**config.mk**
```make
export PLATFORM = sky130hd
export DESIGN_NAME = pattern_hit_monitor
export DESIGN_NICKNAME = d
export VERILOG_FILES = /design/src/rtl/pattern_hit_monitor.sv
export SDC_FILE = /design/constraint.sdc
export NUM_CORES = 1
export LEC_CHECK = 0
export ABC_AREA = 1
export ABC_CLOCK_PERIOD_IN_PS = 1700
export BUFFER_PORTS_ARGS = -buffer_cell sky130_fd_sc_hd__buf_4
export CORE_ASPECT_RATIO = 0.7
export CORE_MARGIN = 1
export CORE_UTILIZATION = 45
export DETAILED_ROUTE_END_ITERATION = 16
export PLACE_DENSITY = 0.76
export SLEW_MARGIN = 15
export SYNTH_ARGS = -nofsm -noshare
export SYNTH_HDL_FRONTEND = slang
export SYNTH_SLANG_ARGS = --single-unit
```
**constraint.sdc**
```tcl
create_clock -name clk -period 1.7 [get_ports clk]
set_input_delay 0.34 -clock clk [delete_from_list [all_inputs] [get_ports clk]]
set_output_delay 0.34 -clock clk [all_outputs]
set_load 0.005 [all_outputs]
```
**src/rtl/pattern_hit_monitor.sv**
```systemverilog
// rtl/pattern_hit_monitor.sv - edge-qualified hit counter with sliding burst window and sticky alarm
module pattern_hit_monitor #(
    parameter int CNT_W      = 16,
    parameter int WIN_W      = 8,
    parameter int WINDOW     = 100,
    parameter int HIT_THRESH = 3
) (
    input  logic             clk,
    input  logic             reset,
    input  logic             hit_in,
    input  logic             enable,
    input  logic             clear,
    input  logic             alarm_ack,
    output logic [CNT_W-1:0] hit_count,
    output logic [WIN_W-1:0] win_hits,
    output logic             window_active,
    output logic             alarm,
    output logic             hit_seen
);

    typedef enum logic [1:0] {
        IDLE  = 2'd0,
        ARMED = 2'd1,
        ALARM = 2'd2
    } state_t;

    localparam logic [CNT_W-1:0] CNT_MAX  = '1;
    // Timer holds (edges since first hit) - 1, so it reads WINDOW-2 on the last in-window edge.
    localparam logic [WIN_W-1:0] WIN_LAST = WIN_W'(WINDOW - 2);
    localparam logic [WIN_W-1:0] THRESH   = WIN_W'(HIT_THRESH);

    state_t           state;
    logic             hit_d;
    logic [WIN_W-1:0] timer;
    logic             accepted;
    logic [WIN_W-1:0] win_next;

    assign accepted      = hit_in & ~hit_d & enable & ~clear;
    assign win_next      = win_hits + WIN_W'(1);
    assign window_active = (state == ARMED);
    assign alarm         = (state == ALARM);

    always_ff @(posedge clk or posedge reset) begin
        if (reset) begin
            state     <= IDLE;
            hit_d     <= 1'b0;
            timer     <= '0;
            win_hits  <= '0;
            hit_count <= '0;
            hit_seen  <= 1'b0;
        end else begin
            hit_d <= hit_in;
            if (clear) begin
                state     <= IDLE;
                timer     <= '0;
                win_hits  <= '0;
                hit_count <= '0;
                hit_seen  <= 1'b0;
            end else begin
                hit_seen <= accepted;
                if (accepted && hit_count != CNT_MAX)
                    hit_count <= hit_count + CNT_W'(1);

                case (state)
                    IDLE: begin
                        timer    <= '0;
                        win_hits <= '0;
                        if (accepted) begin
                            win_hits <= WIN_W'(1);
                            state    <= (HIT_THRESH == 1) ? ALARM : ARMED;
                        end
                    end
                    ARMED: begin
                        // Threshold test wins over expiry on the same edge.
                        if (accepted && win_next == THRESH) begin
                            win_hits <= win_next;
                            state    <= ALARM;
                        end else if (timer == WIN_LAST) begin
                            timer    <= '0;
                            win_hits <= '0;
                            state    <= IDLE;
                        end else begin
                            timer <= timer + WIN_W'(1);
                            if (accepted)
                                win_hits <= win_next;
                        end
                    end
                    ALARM: begin
                        if (alarm_ack) begin
                            timer    <= '0;
                            win_hits <= '0;
                            state    <= IDLE;
                        end
                    end
                    default: begin
                        timer    <= '0;
                        win_hits <= '0;
                        state    <= IDLE;
                    end
                endcase
            end
        end
    end

endmodule

```
## Yosys cells after proc, flatten, opt, wreduce, memory -nomap -nowiden

Index checks and enable logic that the tools add are counted.
W data, S select, Z words.

| operators by class | value |
|---|---|
| add/subtract/negate cells | 3 |
| equal/unequal tests | 10 |
| muxes and demuxes | 20 |
| bitwise logic cells | 5 |
| reductions and logical operators | 7 |

Operators by type and width:

| cell | number |
|---|---|
| $mux W8 | 8 |
| $mux W16 | 2 |
| $pmux W8 S3 | 1 |
| $add A16 B1 Y16 const B | 1 |
| $add A8 B1 Y8 const B | 2 |
| $ne A16 B16 Y1 const B | 1 |
| $pmux W8 S2 | 1 |
| $mux W2 | 5 |
| $ne A3 B3 Y1 const B | 3 |
| $eq A8 B2 Y1 const B | 1 |
| $eq A8 B7 Y1 const B | 1 |
| $pmux W2 S3 | 1 |
| $ne A5 B2 Y1 const B | 1 |
| $ne A4 B2 Y1 const B | 1 |
| $reduce_and A2 Y1 | 2 |
| $and A1 B1 Y1 | 3 |
| $reduce_and A3 Y1 | 1 |
| $eq A2 B1 Y1 const B | 1 |
| $eq A2 B2 Y1 const B | 1 |
| $logic_and A1 B1 Y1 | 2 |
| $logic_not A2 Y1 | 1 |
| $mux W1 | 2 |
| $not A1 Y1 | 2 |
| $reduce_bool A2 Y1 | 1 |

| storage, ports and cells | value |
|---|---|
| bits in registers | 36 |

## Logic depth before layout (Yosys ltp)

| logic depth | value |
|---|---|
| word-level depth | 9 |
| depth in mapped cells | 13 |
| depth with buffers taken out | 12 |

## Worst setup path before layout

No wires, ideal clock.

| timing path | value |
|---|---|
| kind | reg2reg |
| start point | register win_hits[0] |
| end point | register timer[2] |
| library setup time | 0.122 ns |
| data arrival time | 1.538 ns |
| data required time | 1.578 ns |
| slack | 0.041 ns |
| cell stages (with the launch flop) | 13 |
| buffers on the path | 1 |
| clock period less this slack | 1.659 ns |
| cells stage by stage | dfrtp_1 -> ha_1 -> inv_1 -> nand2_1 -> nand2_1 -> nand2_1 -> nor2_1 -> nand3_2 -> nor2_2 -> nand2_2 -> nand2_4 -> buf_6 -> o21ai_1 |

| on the way | value |
|---|---|
| cells in the longest elaborated chain, start to end | 5 |

RTL lines:

| element | line | source |
|---|---|---|
| start, declared | 15 | `output logic [WIN_W-1:0] win_hits,` |
| start signal, assigned | 76 | `win_hits <= win_next;` |
| start signal, assigned | 85 | `win_hits <= win_next;` |
| $add A8 B1 Y8 | 39 | `assign win_next = win_hits + WIN_W'(1);` |
| $eq A8 B2 Y1 | 75 | `if (accepted && win_next == THRESH) begin` |
| $logic_and A1 B1 Y1 | 75 |  |
| $ne A3 B3 Y1 (no line) | -- |  |
| $reduce_and A2 Y1 (no line) | -- |  |
| end signal, assigned | 83 | `timer <= timer + WIN_W'(1);` |
| end, declared | 34 | `logic [WIN_W-1:0] timer;` |

Every way passes these cells.
A chain may end at the register's enable or synchronous reset.

## Final worst setup path

| timing path | value |
|---|---|
| start point | register win_hits[0] |
| end point | register timer[6] |

The elaborated chain is that of the path after synthesis.

==> metrics.txt <==
status=finished, violations left; failing checks=setup timing; CTS Buffer Depth=2; Pre-antenna DRT Iters=4; post-synthesis sequential area ratio=42.9%; syn_area_per_cell=7.49 um^2; largest net degree at the start of global routing=37; minimum clock period=1710 ps; clk slew on worst S/H paths=70 ps; hpwl dp=3650 um; IO Port Bufs=32; ratio of cells with drive above 1 in the final layout=30.1%; # DRC=0; Period Utilization, post-route=100%; Fillers=375; CP arrival=1880 ps; RSZ-0062 raised after global routing=true; relative slew slack=69.2%; CTS tree=yes; Iter 0 DRT Violations=99; setup ws final=-7.49 ps; die height=59.1 um; total CTS buffers=5; Crit Reg-Reg Endpoint=timer[6]; FFs w/ async S/R, synth=100%; number of synthesized flops with an enable pin=0; Routed wire per std cell=13.2 um; GP Congestion=0.846; later-pin clock latency in the skew report=290 ps; first-pass GRT wire length=8490 um; Core Util, Final=64.3%; Root Buffer=clkbuf_8; footprint of the multi-input gates=1140 um^2; total grt overflow=0; r2r worst-path depth=10; Syn Inst Count=280; CP cell instances=buf_4 > inv_1 > ha_1 > nand2_1 > nor2_2 > nand3_2 > nor2_4 > nand2_4 > nand2_4 > o21ai_1; crit path to=timer[6]; worst path required time=1870 ps; type of origin of the critical path=flip-flop; Slew @ Worst Pin=462 ps; Diodes inserted=0; # H-tree levels=2; pwr dens=601 nW/um^2; clock sinks=36; Critical Path Most Common Cell=nand2_4; Pins Over Slew Limit=0; syn_nets=291; post-layout net count=359; VDD IR max=0.461 mV; initial antenna violation count=0; Vias=2087; Finish-stage setup viols=1; Leak=1.38 nW; worst setup path start=win_hits[0]; Top FF cell, synth=dfrtp_1; CP Max Fanout=8; Crit path largest cell delay=440 ps; slowest library cell on the worst path=dfrtp_2; ANT nets after route=0; worst hold path type=in2async; Distinct cells, synth=32; Post-Syn Area=2100 um^2; # rows=20; Final Routed Wirelength=5320 um; Die X-Extent=83.6 um; WP depth=10; aggregate global-route resource usage=21.9%; area delta synth->final=34.9%; FMAX=0.586 GHz; core area=4400 um^2; Avg Vias per Cell=5.17; die area=4940 um^2; Hold Vio Cnt, Final=0; crit end category=flip-flop; I/O pin total=33; skew final=6.08 ps; Synth Register Bits=36; Ys Warns=0; WP buf/inv=2; reg-to-reg slack, setup=-7 ps; Place WS=-21.4 ps; CP delay by family, top=simple AND/OR/NAND/NOR gates; kind of critical path=reg2reg; worst r2r src=win_hits[0]; max-cap check violation count=0; starting density of the core=47.6%; number of global-route vias before repair=1867; FF+latch area=903 um^2
-- power breakdown --
group	internal [W]	total, W	switching (W)
Combinational	0.0000820	0.000177	0.0000949
Clock	0.000331	0.000637	0.000306
Sequential	0.000875	0.000887	0.0000122
-- sequential cells by signal, indices dropped and copies added, names as in the netlist --
register / count
hit_count: 16
win_hits: 8
hit_seen: 1
hit_d: 1
state: 2
timer: 8
-- cell families after synthesis --
kind of cell               count (synthesis)  synth area share (%)
buffers and inverters                     42                  7.99
and+or+nand+nor                          151                  32.9
adders and majority gates                  5                  2.98
xor gates and xnor gates                   4                  1.67
AOI/OAI and AO/OA                         42                  11.5
DFF                                       36                  42.9
-- worst reg2reg max path: cells and delay by family (launching register included) --
kind,cells,cell delay (ps)
AND/OR/NAND/NOR,6,710
adder cells (fa/ha/maj),1,140
flip-flops,1,440
AO/OA/AOI/OAI,1,80
buffers and inverters,2,200
-- per-stage QoR --
step	total power, W	cell area [um^2]	std cells	setup TNS, ps	hold slack (ps)
after floorplan	0.000976	2100	280	0	371
after global placement	0.00106	2580	389	0	459
after detailed placement	0.00107	2580	389	-21.4	460
after CTS	0.00170	2680	397	0	157
after global routing	0.00176	2830	404	-1230	152
final	0.00170	2830	404	-7.49	157
-- cell usage after synthesis (2+ instances only) --
master | count | area share, %
nand2_1 | 68 | 12
dfrtp_1 | 36 | 43
inv_1 | 36 | 6.4
nor2_1 | 33 | 5.9
o21ai_0 | 18 | 4.3
nand3_1 | 15 | 3.6
nand4_1 | 14 | 4.2
a21oi_1 | 8 | 1.9
nor3_1 | 8 | 1.9
o21ai_1 | 7 | 1.7
ha_1 | 5 | 3.0
nand2_2 | 4 | 1.2
xor2_1 | 4 | 1.7
buf_2 | 2 | 0.48
nand3_2 | 2 | 0.95
o21a_1 | 2 | 0.72
o21ai_2 | 2 | 0.83
or2_2 | 2 | 0.60
-- layout make-up --
type,instances,share of cell area [%]
Sequential cell,36,31.9
Multi-Input combinational cell,204,40.3
Tap cell,55,2.43
Clock buffer,8,3.18
Timing Repair Buffer,63,17.0
Inverter,38,5.17
-- what timing repair did --
item | in CTS | in global routing
gates resized for setup | 2 | 29
pin swaps | 0 | 6
endpoints found under the setup margin | 7 | 33
hold buffers | 0 | 0
cloned | 0 | 2
setup buffers | 0 | 5
-- how the worst min path moves through the flow --
stage | startpoint | to | slack (ps)
after floorplan | hit_in | hit_d | 370
after detailed placement | hit_in | hit_d | 460
after global placement | hit_in | hit_d | 460
final | reset | hit_count[3] | 160
after global routing | hit_in | hit_d | 150
after CTS | hit_in | hit_d | 160
-- cell usage in the layout (no fill, tap or decap), types with 3 or more instances in the layout --
master	Yosys	routed
xor2_1	4	4
clkbuf_8	0	6
o21ai_1	7	11
nand2_2	4	5
a21oi_1	8	8
nand3_1	15	15
o21ai_0	18	13
nand2_1	68	65
nor2_2	1	7
nor3_1	8	6
nand2_4	1	4
nor2_1	33	26
buf_4	0	61
inv_1	36	36
ha_1	5	4
dfrtp_1	36	34
o21ai_2	2	3
nand4_1	14	14
-- layer usage --
| metal | part of all wire [%] | wire length, um | GRT usage [%] |
|---|---|---|---|
| met1 | 49 | 2630 | 29.3 |
| met2 | 46 | 2430 | 35.7 |
| met3 | 4.4 | 232 | 5.99 |
| met4 | 0.51 | 27 | 5.81 |
| met5 | 0 | 0 | 0 |
Note: power is estimated with default switching activity, not from simulation.
